===== src/rtl/vec_pkg.sv =====
// vec_pkg: shared types and constants for the vector sequencer
package vec_pkg;
    localparam int OP_W       = 4;
    localparam int ADDR_W_DEF = 16;
    localparam int LEN_W_DEF  = 8;
    typedef enum logic [2:0] {IDLE, READ_A, READ_B, WRITE, DONE} state_t;
endpackage


===== src/rtl/vector_sequencer.sv =====
// vector_sequencer: walks len elements doing read A, optional read B, write result over one memory port
module vector_sequencer
    import vec_pkg::*;
#(
    parameter int ADDR_W = ADDR_W_DEF,
    parameter int LEN_W  = LEN_W_DEF
) (
    input  logic              clock,
    input  logic              reset,
    input  logic              start,
    input  logic              unary,
    input  logic [OP_W-1:0]   opIn,
    input  logic [ADDR_W-1:0] srcA,
    input  logic [ADDR_W-1:0] srcB,
    input  logic [ADDR_W-1:0] dst,
    input  logic [LEN_W-1:0]  len,
    input  logic              memReady,
    output logic [ADDR_W-1:0] memAddr,
    output logic              memRead,
    output logic              memWrite,
    output logic              loadA,
    output logic              loadB,
    output logic [OP_W-1:0]   aluOp,
    output logic              busy,
    output logic              done
);
    state_t            state_q, state_d;
    logic [ADDR_W-1:0] pa_q, pa_d, pb_q, pb_d, pd_q, pd_d;
    logic [LEN_W-1:0]  rem_q, rem_d;
    logic              unary_q, unary_d;
    logic [OP_W-1:0]   op_q, op_d;
    // next state: latch the op at start, advance pointers when an element's write completes
    always_comb begin
        state_d = state_q;
        pa_d    = pa_q;
        pb_d    = pb_q;
        pd_d    = pd_q;
        rem_d   = rem_q;
        unary_d = unary_q;
        op_d    = op_q;
        case (state_q)
            IDLE: if (start) begin
                pa_d    = srcA;
                pb_d    = srcB;
                pd_d    = dst;
                rem_d   = len;
                unary_d = unary;
                op_d    = opIn;
                state_d = (len == '0) ? DONE : READ_A;
            end
            READ_A: if (memReady) state_d = unary_q ? WRITE : READ_B;
            READ_B: if (memReady) state_d = WRITE;
            WRITE: if (memReady) begin
                pa_d    = pa_q + ADDR_W'(1);
                pb_d    = pb_q + ADDR_W'(1);
                pd_d    = pd_q + ADDR_W'(1);
                rem_d   = rem_q - LEN_W'(1);
                state_d = (rem_q == LEN_W'(1)) ? DONE : READ_A;
            end
            DONE: state_d = IDLE;
            default: state_d = IDLE;
        endcase
    end
    // outputs: requests and address from state only; operand loads qualified by memReady
    always_comb begin
        memRead  = (state_q == READ_A) || (state_q == READ_B);
        memWrite = state_q == WRITE;
        memAddr  = (state_q == READ_A) ? pa_q :
                   (state_q == READ_B) ? pb_q :
                   (state_q == WRITE)  ? pd_q : '0;
        loadA    = (state_q == READ_A) && memReady;
        loadB    = (state_q == READ_B) && memReady;
        busy     = state_q != IDLE;
        done     = state_q == DONE;
        aluOp    = op_q;
    end
    // state registers; reset abandons any op in flight and clears everything
    always_ff @(posedge clock) begin
        if (reset) begin
            state_q <= IDLE;
            pa_q    <= '0;
            pb_q    <= '0;
            pd_q    <= '0;
            rem_q   <= '0;
            unary_q <= 1'b0;
            op_q    <= '0;
        end else begin
            state_q <= state_d;
            pa_q    <= pa_d;
            pb_q    <= pb_d;
            pd_q    <= pd_d;
            rem_q   <= rem_d;
            unary_q <= unary_d;
            op_q    <= op_d;
        end
    end
endmodule


===== config.mk =====
export PLATFORM = sky130hd
export DESIGN_NAME = vector_sequencer
export DESIGN_NICKNAME = d
export VERILOG_FILES = /design/src/rtl/vec_pkg.sv /design/src/rtl/vector_sequencer.sv
export SDC_FILE = /design/constraint.sdc
export NUM_CORES = 1
export LEC_CHECK = 0
export ABC_AREA = 1
export BUFFER_PORTS_ARGS = -buffer_cell sky130_fd_sc_hd__buf_2
export CAP_MARGIN = 10
export CORE_UTILIZATION = 60
export DETAILED_ROUTE_END_ITERATION = 10
export GPL_TIMING_DRIVEN = 1
export PLACE_DENSITY = 0.86
export SLEW_MARGIN = 20
export SYNTH_ARGS = -nofsm -noshare
export SYNTH_HDL_FRONTEND = slang
export SYNTH_SLANG_ARGS = --single-unit

===== constraint.sdc =====
create_clock -name clock -period 3.8 [get_ports clock]
set_input_delay 0.19 -clock clock [delete_from_list [all_inputs] [get_ports clock]]
set_output_delay 0.19 -clock clock [all_outputs]
set_load 0.005 [all_outputs]

==> flow_metrics.tcl, run 1 <==
set metrics [dict create \
    status "completed" \
    cts_num_sinks 64 \
    nFillCells 714 \
    synth_cells 760 \
    antenna_found_initial 0 \
    routedWlPerCell_microns 14.3 \
    synth_warnings 0 \
    die_area_sq_um 7800 \
    cp-end-kind "primary output" \
    grt_pass1_wl_microns 21100 \
    vdd_drop_max_v 0.000377 \
    pre_cts_ws_ps 1530 \
    path_max_fanout 85 \
    tightestPinTransition_ps 859 \
    final_area_sq_um 5070 \
    cts_resized 0 \
    dp_hpwl_microns 9280 \
    required_ps 3610 \
    start_util 0.619 \
    rr_startpoint "state_q[1]$_SDFFE_PP0P_" \
    hold_buffers 0 \
    r2r_slack_ps 1480 \
    rows 31 \
    grt_pass1_vias 4652 \
    clkLatencyLatePin_ps 340 \
    ys_seq_elements 64 \
    grt_max_degree 86 \
    final_cell_mix "nand2_1 (220), nor2_1 (122), buf_2 (90)" \
    via_per_inst 5.65 \
    met1_usage 0.436 \
    drt_wl_total_microns 13300 \
    synth_nets 830 \
    finalHoldViolations 0 \
    core_area_sq_um 7210 \
    fin_nets 898 \
    fin_ws_ps 1330 \
    crit_path_start_kind "register" \
    drtAntennaViolNets 0 \
    grt_use_met2 0.596 \
    drive_gt1_frac 0.144 \
    dpl_cell_area_sq_um 4870 \
    fin_worst_hold_slack_ps 115 \
    numCtsBuffers 9 \
    die_w_microns 88.3 \
    fin_crit_sh 0.650 \
    fin_setup_tns_ps 0 \
    fin_crit_ps 2470 \
    worstRegToRegCells 8 \
    portBuffers 90 \
    crit_type "register to primary output" \
    grt_usage 0.346 \
    max_freq_ghz 0.405 \
    static-leakage-power_uw 0.00216 \
    syn_avg_cell_area_sq_um 5.88 \
    synth_area_sq_um 4470 \
    area_growth_pct 13.4 \
    clkTransAtPathRegs_ps 80 \
    grt.busiest_layer "met2" \
    cts_buffer_depth 2 \
    gp_congestion 0.909 \
    finClkSkew_ps 8.92 \
    max_slew_margin 0.427 \
    die_y_microns 88.3 \
    cp.arrival_ps 2280 \
    slew_viol_final 0 \
    rsz0062_at_grt "false" \
    setup_viol 0 \
    drc 0 \
    hp-start "unary" \
    r2r-end "pa_q[2]$_SDFFE_PP0P_" \
    seq_area_frac_synth 0.287 \
    drt_iter0_drc 380 \
    fin_util 0.702 \
    dr.pass1.iters 7 \
    layout_commonest_cell "nand2_1" \
    met3_usage 0.0448 \
    synth_cell_types 30 \
    h-tree-depth 3 \
    maxCapViolCount 0 \
    whs_path_depth 3 \
    cts_tree "built" \
    cts_setup_buffers 0 \
    diodes 0 \
    hp-class "primary input to register" \
    boundaryPins 91 \
    vias 5258 \
    root_buffer "clkbuf_8" \
    hold_end "unary_q$_SDFFE_PP0P_" \
    grt_overflow 0 \
    cellPowerDensity_nw_per_um2 675 \
]
## synth_stat cells
| library cell | count | area [sq um] |
|---|---|---|
| nor2_4 | 1 | 11.3 |
| buf_6 | 6 | 67.6 |
| buf_2 | 12 | 60.1 |
| o21ai_0 | 45 | 225 |
| o22ai_1 | 2 | 12.5 |
| o211ai_1 | 3 | 22.5 |
| nor3_1 | 5 | 25.0 |
| o31ai_1 | 1 | 7.51 |
| nand3_1 | 64 | 320 |
| nand3b_1 | 1 | 7.51 |
| nor2_1 | 122 | 458 |
| inv_2 | 2 | 7.51 |
| nand2_1 | 220 | 826 |
| o21a_1 | 2 | 15.0 |
| buf_4 | 2 | 15.0 |
| inv_4 | 1 | 6.26 |
| xor2_1 | 5 | 43.8 |
| o21ai_1 | 7 | 35.0 |
| inv_1 | 63 | 236 |
| ha_1 | 5 | 62.6 |
| a21oi_1 | 73 | 365 |
| nand2_2 | 2 | 12.5 |
| nor2_2 | 1 | 6.26 |
| dfxtp_1 | 64 | 1280 |
| clkbuf_1 | 17 | 63.8 |
| o221ai_1 | 13 | 114 |
| or2_2 | 3 | 18.8 |
| a211oi_2 | 1 | 12.5 |
| nand3_4 | 2 | 35.0 |
| nand4_1 | 15 | 93.8 |
## critical path, stage by stage (launching register included)
cell	delay, ps
dfxtp_1	500
nand3_4	250
inv_2	110
buf_4	640
nand2_1	110
nand3_1	140
buf_2	120
## cell type report
cell class,count,area (sq um),share of cell area
Sequential cell,64,1280,0.253
Tap cell,99,124,0.0244
Clock buffer,11,131,0.0259
Clock inverter,4,70.1,0.0138
Multi-Input combinational cell,593,2730,0.539
Timing Repair Buffer,94,480,0.0948
Inverter,66,250,0.0494
## layer usage
layer,vias up,routed length [microns]
met2,227,6320
met1,2378,5800
li1,2620,-
met4,0,320
met3,33,868
met5,-,0
## how the worst max path moves through the flow
| stage | from | endpoint | slack, ps |
|---|---|---|---|
| after floorplan | state_q[1]$_SDFFE_PP0P_ | pa_q[1]$_SDFFE_PP0P_ | 2360 |
| after global placement | state_q[1]$_SDFFE_PP0P_ | pd_q[10]$_SDFFE_PP0P_ | 1640 |
| after detailed placement | state_q[1]$_SDFFE_PP0P_ | pd_q[8]$_SDFFE_PP0P_ | 1530 |
| after CTS | state_q[1]$_SDFFE_PP0P_ | memAddr[7] | 1370 |
| after global routing | state_q[1]$_SDFFE_PP0P_ | memAddr[7] | 1190 |
| final | state_q[1]$_SDFFE_PP0P_ | memAddr[7] | 1330 |
## sequential cells by signal, indices dropped and copies added, names as in the netlist
| signal | count |
|---|---|
| state_q | 3 |
| pb_q | 16 |
| pd_q | 16 |
| aluOp | 4 |
| pa_q | 16 |
| rem_q | 8 |
| unary_q | 1 |
## kinds of logic after synthesis
family                   Yosys count  synth area share
AO/OA/AOI/OAI                    147             0.181
XOR/XNOR                           5           0.00980
adder cells (fa/ha/maj)            5            0.0140
buffers and inverters            103             0.102
flip-flops                        64             0.287
AND/OR/NAND/NOR                  436             0.406
## through the flow
stage	cells	power (uW)
2_1_floorplan	760	2420
3_3_place_gp	916	2670
3_5_place_dp	916	2740
4_1_cts	931	3380
5_1_grt	931	3670
6_report	931	3420
## report_power, final
part           internal [uW]  switching [uW]  leakage (uW)
clock                    365             278      0.000103
sequential               917             290      0.000528
combinational            521            1050       0.00153
total                   1800            1620       0.00216
(Power assumes the default switching activity.)
==> inputs of run 2 (changes only) <==
--- a/config.mk
+++ b/config.mk
@@ -5,13 +5,13 @@
 export SDC_FILE = /design/constraint.sdc
 export NUM_CORES = 1
 export LEC_CHECK = 0
-export ABC_AREA = 1
+export ABC_AREA = 0
 export BUFFER_PORTS_ARGS = -buffer_cell sky130_fd_sc_hd__buf_2
 export CAP_MARGIN = 10
-export CORE_UTILIZATION = 60
+export CORE_UTILIZATION = 50
 export DETAILED_ROUTE_END_ITERATION = 10
 export GPL_TIMING_DRIVEN = 1
-export PLACE_DENSITY = 0.86
+export PLACE_DENSITY = 0.77
 export SLEW_MARGIN = 20
 export SYNTH_ARGS = -nofsm -noshare
 export SYNTH_HDL_FRONTEND = slang
==> constraint.sdc (replaced) <==
create_clock -name clock -period 2.05 [get_ports clock]
set_input_delay 0.1025 -clock clock [delete_from_list [all_inputs] [get_ports clock]]
set_output_delay 0.1025 -clock clock [all_outputs]
set_load 0.005 [all_outputs]
==> flow_metrics.tcl, run 2 <==
set metrics [dict create \
    max_slew_margin 0.688 \
    setup_viol 0 \
    ys_seq_elements 64 \
    rsz0062_at_grt "false" \
    dr.pass1.iters 5 \
    via_per_inst 6.26 \
    synth_commonest_cells "nor2_1 (76), dfxtp_1 (64), a21oi_1 (50)" \
    static-leakage-power_uw 0.00214 \
    antenna_found_initial 0 \
    yosys.area_share.xor_xnor 0.00208 \
    vias 4866 \
    final_cell_mix "buf_2 (90), nor2_1 (76), dfxtp_1 (64)" \
    fin_setup_tns_ps 0 \
    synthSimpleGateAreaFrac 0.297 \
    die_y_microns 93.9 \
    drt_iter0_drc 409 \
    grt_max_degree 46 \
    grt_pass1_vias 4370 \
    cts_buffer_depth 2 \
    tightestPinTransition_ps 466 \
    grt_pass1_wl_microns 20900 \
    clkTransAtPathRegs_ps 70 \
    fin_nets 737 \
    root_buffer "clkbuf_8" \
    status "completed" \
    die_w_microns 93.9 \
    numCtsBuffers 9 \
    synth_cell_types 55 \
    cts_tree "built" \
    drtAntennaViolNets 0 \
    cts_num_sinks 64 \
    h-tree-depth 3 \
    cp.arrival_ps 1900 \
    fin_ws_ps 50.0 \
    drc 0 \
    crit_type "register to primary output" \
    synth_edf_count 0 \
    synthAdderAreaFrac 0.0148 \
    synth_flop_cell "dfxtp_1" \
    fin_crit_sh 0.976 \
    dp_hpwl_microns 9000 \
    drt_wl_total_microns 12900 \
    pre_cts_ws_ps 67.5 \
    final_area_sq_um 5150 \
    area_growth_pct 21.9 \
    diodes 0 \
    syn_avg_cell_area_sq_um 7.29 \
    grt_usage 0.302 \
    fin_cells 777 \
    start_util 0.516 \
    routedWlPerCell_microns 16.7 \
    synth_cells 579 \
    portBuffers 90 \
    drive_gt1_frac 0.235 \
    required_ps 1950 \
    hp-class "primary input to register" \
    path_max_fanout 21 \
    fin_crit_ps 2000 \
    seq_area_frac_synth 0.304 \
    synth_compound_area_frac 0.268 \
    synthTopCellsByArea "dfxtp_1 (30%), nor2_1 (6.8%), a21oi_1 (5.9%), o21ai_0 (4.9%), nand2_1 (4.2%)" \
    vdd_drop_max_v 0.000347 \
    synth_top_family_by_area "simple AND/OR/NAND/NOR gates" \
    synth_warnings 0 \
    layout_commonest_cell "buf_2" \
    slew_viol_final 0 \
    clkLatencyLatePin_ps 350 \
    yosysMostFrequentCell "nor2_1" \
    dpl_cell_area_sq_um 4860 \
    nFillCells 733 \
    maxCapViolCount 0 \
    max_freq_ghz 0.500 \
    cellPowerDensity_nw_per_um2 730 \
    dp_cells 756 \
    synth_area_sq_um 4220 \
    gp_congestion 0.895 \
    die_area_sq_um 8810 \
    synth.area.mux_share 0.0537 \
    rows 33 \
    synth.largest_area_cell "dfxtp_1" \
    async_flop_share 0 \
    finClkSkew_ps 8.77 \
    core_area_sq_um 8180 \
    cp-end-kind "primary output" \
    crit_path_start_kind "register" \
    finalHoldViolations 0 \
    grt_overflow 0 \
    synth_top_area_share 0.304 \
    top_regs "pa_q (16), pb_q (16), pd_q (16)" \
    boundaryPins 91 \
    synth_nets 649 \
]
==> run 2: stage by stage <==
| step | power, uW | utilization | hold WS (ps) |
|---|---|---|---|
| global placement | 2560 | 0.594 | 339 |
| floorplan | 2230 | - | 222 |
| finish | 3760 | 0.629 | 3.63 |
| CTS | 3720 | 0.621 | 1.13 |
| detailed placement | 2590 | 0.594 | 352 |
| global route | 3960 | 0.629 | 12.0 |
==> run 2: logic make-up after synthesis <==
family,after synthesis
and+or+nand+nor,251
buffers and inverters,60
muxes,21
adders and majority gates,5
xor gates and xnor gates,1
AOI/OAI and AO/OA,177
DFF,64
==> run 2: timing repair <==
item                                    4_1_cts  5_1_grt
setup buffers                                 0        3
hold buffers                                  2        0
pin swaps                                     0        1
endpoints found under the hold margin         2        0
resized for setup                             2        5
endpoints found under the setup margin        6        8
==> run 2: area by class of cell <==
| type | instances | area, sq um | share of cell area |
|---|---|---|---|
| flip-flops and latches | 64 | 1280 | 0.249 |
| clock buffers | 13 | 159 | 0.0309 |
| inverters | 12 | 46.3 | 0.00900 |
| multi-input cells | 455 | 2690 | 0.522 |
| clock inverters | 3 | 40.0 | 0.00778 |
| repair buffers | 125 | 801 | 0.156 |
| well taps | 105 | 131 | 0.0255 |
==> run 2: worst paths after layout <==
kind / cells past startpoint / startpoint / end / slack [ps]
worst min register to register: 2 / aluOp[2]$_SDFFE_PP0P_ / aluOp[2]$_SDFFE_PP0P_ / 500
worst min-delay path: 3 / opIn[0] / aluOp[0]$_SDFFE_PP0P_ / 4
worst max-delay path: 8 / state_q[0]$_SDFFE_PP0P_ / memAddr[11] / 50
worst max register to register: 6 / state_q[2]$_SDFFE_PP0P_ / pa_q[0]$_SDFFE_PP0P_ / 170
==> run 2: routing by layer <==
metal	routed length (microns)	GRT usage	vias to the layer above
li1	-	-	2316
met1	5550	0.416	2267
met2	6040	0.469	256
met3	1080	0.0485	27
met4	282	0.122	0
met5	0	0	-
==> run 2: worst max-delay path, cell delays in order (launching register included) <==
cell     delay, ps
dfxtp_1        330
buf_4          160
buf_4          270
nor2b_1         90
buf_6          150
buf_4          130
a22oi_1        210
nor2_1          70
buf_2          120
==> run 2: where the power goes <==
part / total, uW / internal, uW / switching (uW)
Sequential: 1550 / 1390 / 167
Combinational: 1070 / 482 / 588
Clock: 1130 / 626 / 507
Total: 3760 / 2490 / 1260
==> inputs of run 3 (changes only) <==
--- a/config.mk
+++ b/config.mk
@@ -8,10 +8,10 @@
 export ABC_AREA = 0
 export BUFFER_PORTS_ARGS = -buffer_cell sky130_fd_sc_hd__buf_2
 export CAP_MARGIN = 10
-export CORE_UTILIZATION = 50
+export CORE_UTILIZATION = 49
 export DETAILED_ROUTE_END_ITERATION = 10
 export GPL_TIMING_DRIVEN = 1
-export PLACE_DENSITY = 0.77
+export PLACE_DENSITY = 0.76
 export SLEW_MARGIN = 20
 export SYNTH_ARGS = -nofsm -noshare
 export SYNTH_HDL_FRONTEND = slang
==> flow_metrics.tcl, run 3 (synthesis gave the netlist of run 2 again) <==
set metrics [dict create \
    crit_chain "buf_6, nor2b_1, buf_4, a22oi_1, nor2_1, buf_2" \
    root_buffer "clkbuf_8" \
    drt_iter0_drc 351 \
    vdd_drop_max_v 0.000397 \
    tightestPinTransition_ps 654 \
    cts_buffer_depth 2 \
    fin_setup_tns_ps 0 \
    drt_wl_total_microns 13400 \
    fin_crit_ps 1910 \
    cp-end-kind "primary output" \
    antenna_found_initial 0 \
    finalPower_uw 4240 \
    diodes 0 \
    grt_max_degree 61 \
    fin_nets 736 \
    die_area_sq_um 8990 \
    static-leakage-power_uw 0.00217 \
    routedWlPerCell_microns 17.2 \
    path_max_fanout 24 \
    boundaryPins 91 \
    die_y_microns 94.8 \
    finClkSkew_ps 11.7 \
    die_w_microns 94.8 \
    status "completed" \
    drive_gt1_frac 0.232 \
    rsz0062_at_grt "false" \
    core_area_sq_um 8260 \
    cts_tree "built" \
    crit_path_max_incr_delay_ps 420 \
    gp_congestion 0.925 \
    cp.arrival_ps 1800 \
    fin_util 0.633 \
    drc 0 \
    cellPowerDensity_nw_per_um2 812 \
    rows 33 \
    top_regs "pa_q (16), pb_q (16), pd_q (16)" \
    cts_num_sinks 64 \
    dr.pass1.iters 5 \
    crit_path_start_kind "register" \
    hp-class "primary input to register" \
    clkTransAtPathRegs_ps 70 \
    slew_viol_final 0 \
    h-tree-depth 3 \
    maxCapViolCount 0 \
    finalHoldViolations 0 \
    max_slew_margin 0.564 \
    layout_commonest_cell "buf_2" \
    dp_hpwl_microns 9220 \
    dp_cells 756 \
    grt_usage 0.301 \
    portBuffers 90 \
    max_freq_ghz 0.525 \
    fin_cells 776 \
    final_cell_mix "buf_2 (90), nor2_1 (76), dfxtp_1 (63)" \
    setup_viol 0 \
    area_growth_pct 23.8 \
    via_per_inst 6.27 \
    grt_pass1_vias 4409 \
    crit_type "register to primary output" \
    slowest_stage "dfxtp_2" \
    required_ps 1950 \
    fin_crit_sh 0.929 \
    start_util 0.511 \
    vias 4864 \
    nFillCells 716 \
    drtAntennaViolNets 0 \
    clkLatencyLatePin_ps 360 \
    cts_setup_buffers 0 \
    grt_pass1_wl_microns 21100 \
    numCtsBuffers 9 \
    grt_overflow 0 \
]
-- run 3: worst max-delay path: cells and delay by family, from the launching register on --
kind | cells | cell delay [ps]
buffers and inverters | 3 | 580
flip-flops | 1 | 420
AND/OR/NAND/NOR | 2 | 330
AO/OA/AOI/OAI | 1 | 110
-- run 3: what timing repair did --
action                                  in CTS  in global routing
endpoints found under the setup margin       1                 15
hold endpoints to repair                     4                  0
gates resized for setup                      1                  2
hold buffers                                 4                  0
-- run 3: layer usage --
layer | wire length [microns] | share of wire | track usage
met2 | 6360 | 0.48 | 0.474
met5 | 0 | 0 | 0
met3 | 971 | 0.073 | 0.0548
met4 | 332 | 0.025 | 0.128
met1 | 5710 | 0.43 | 0.400
-- run 3: power by group --
part           switching (uW)  total, uW  leakage (uW)  internal [uW]
registers                 187       1570      0.000527           1390
clock network             542       1600      0.000144           1060
logic                     581       1070       0.00150            485
-- run 3: area by class of cell --
type	count	area [sq um]	share of cell area
Multi-Input combinational cell	455	2690	0.515
Sequential cell	64	1280	0.245
Timing Repair Buffer	124	782	0.150
Clock inverter	7	168	0.0321
Tap cell	105	131	0.0251
Clock buffer	9	124	0.0237
Inverter	12	45.0	0.00862
-- run 3: worst paths after layout --
check / from / end / slack [ps] / cells past startpoint
worst max-delay path: state_q[1]$_SDFFE_PP0P_ / memAddr[12] / 140 / 6
worst min-delay path: dst[1] / pd_q[1]$_SDFFE_PP0P_ / 20 / 3
worst max register to register: state_q[0]$_SDFFE_PP0P_ / pd_q[12]$_SDFFE_PP0P_ / 180 / 7
worst min register to register: aluOp[3]$_SDFFE_PP0P_ / aluOp[3]$_SDFFE_PP0P_ / 500 / 2
-- run 3: per-stage QoR --
stage	area [sq um]	hold slack, ps	setup slack, ps
3_5_place_dp	4880	351	202
4_1_cts	5220	1.86	70.5
2_1_floorplan	4220	222	170
6_report	5230	18.8	145
5_1_grt	5230	31.5	17.0
3_3_place_gp	4880	338	278
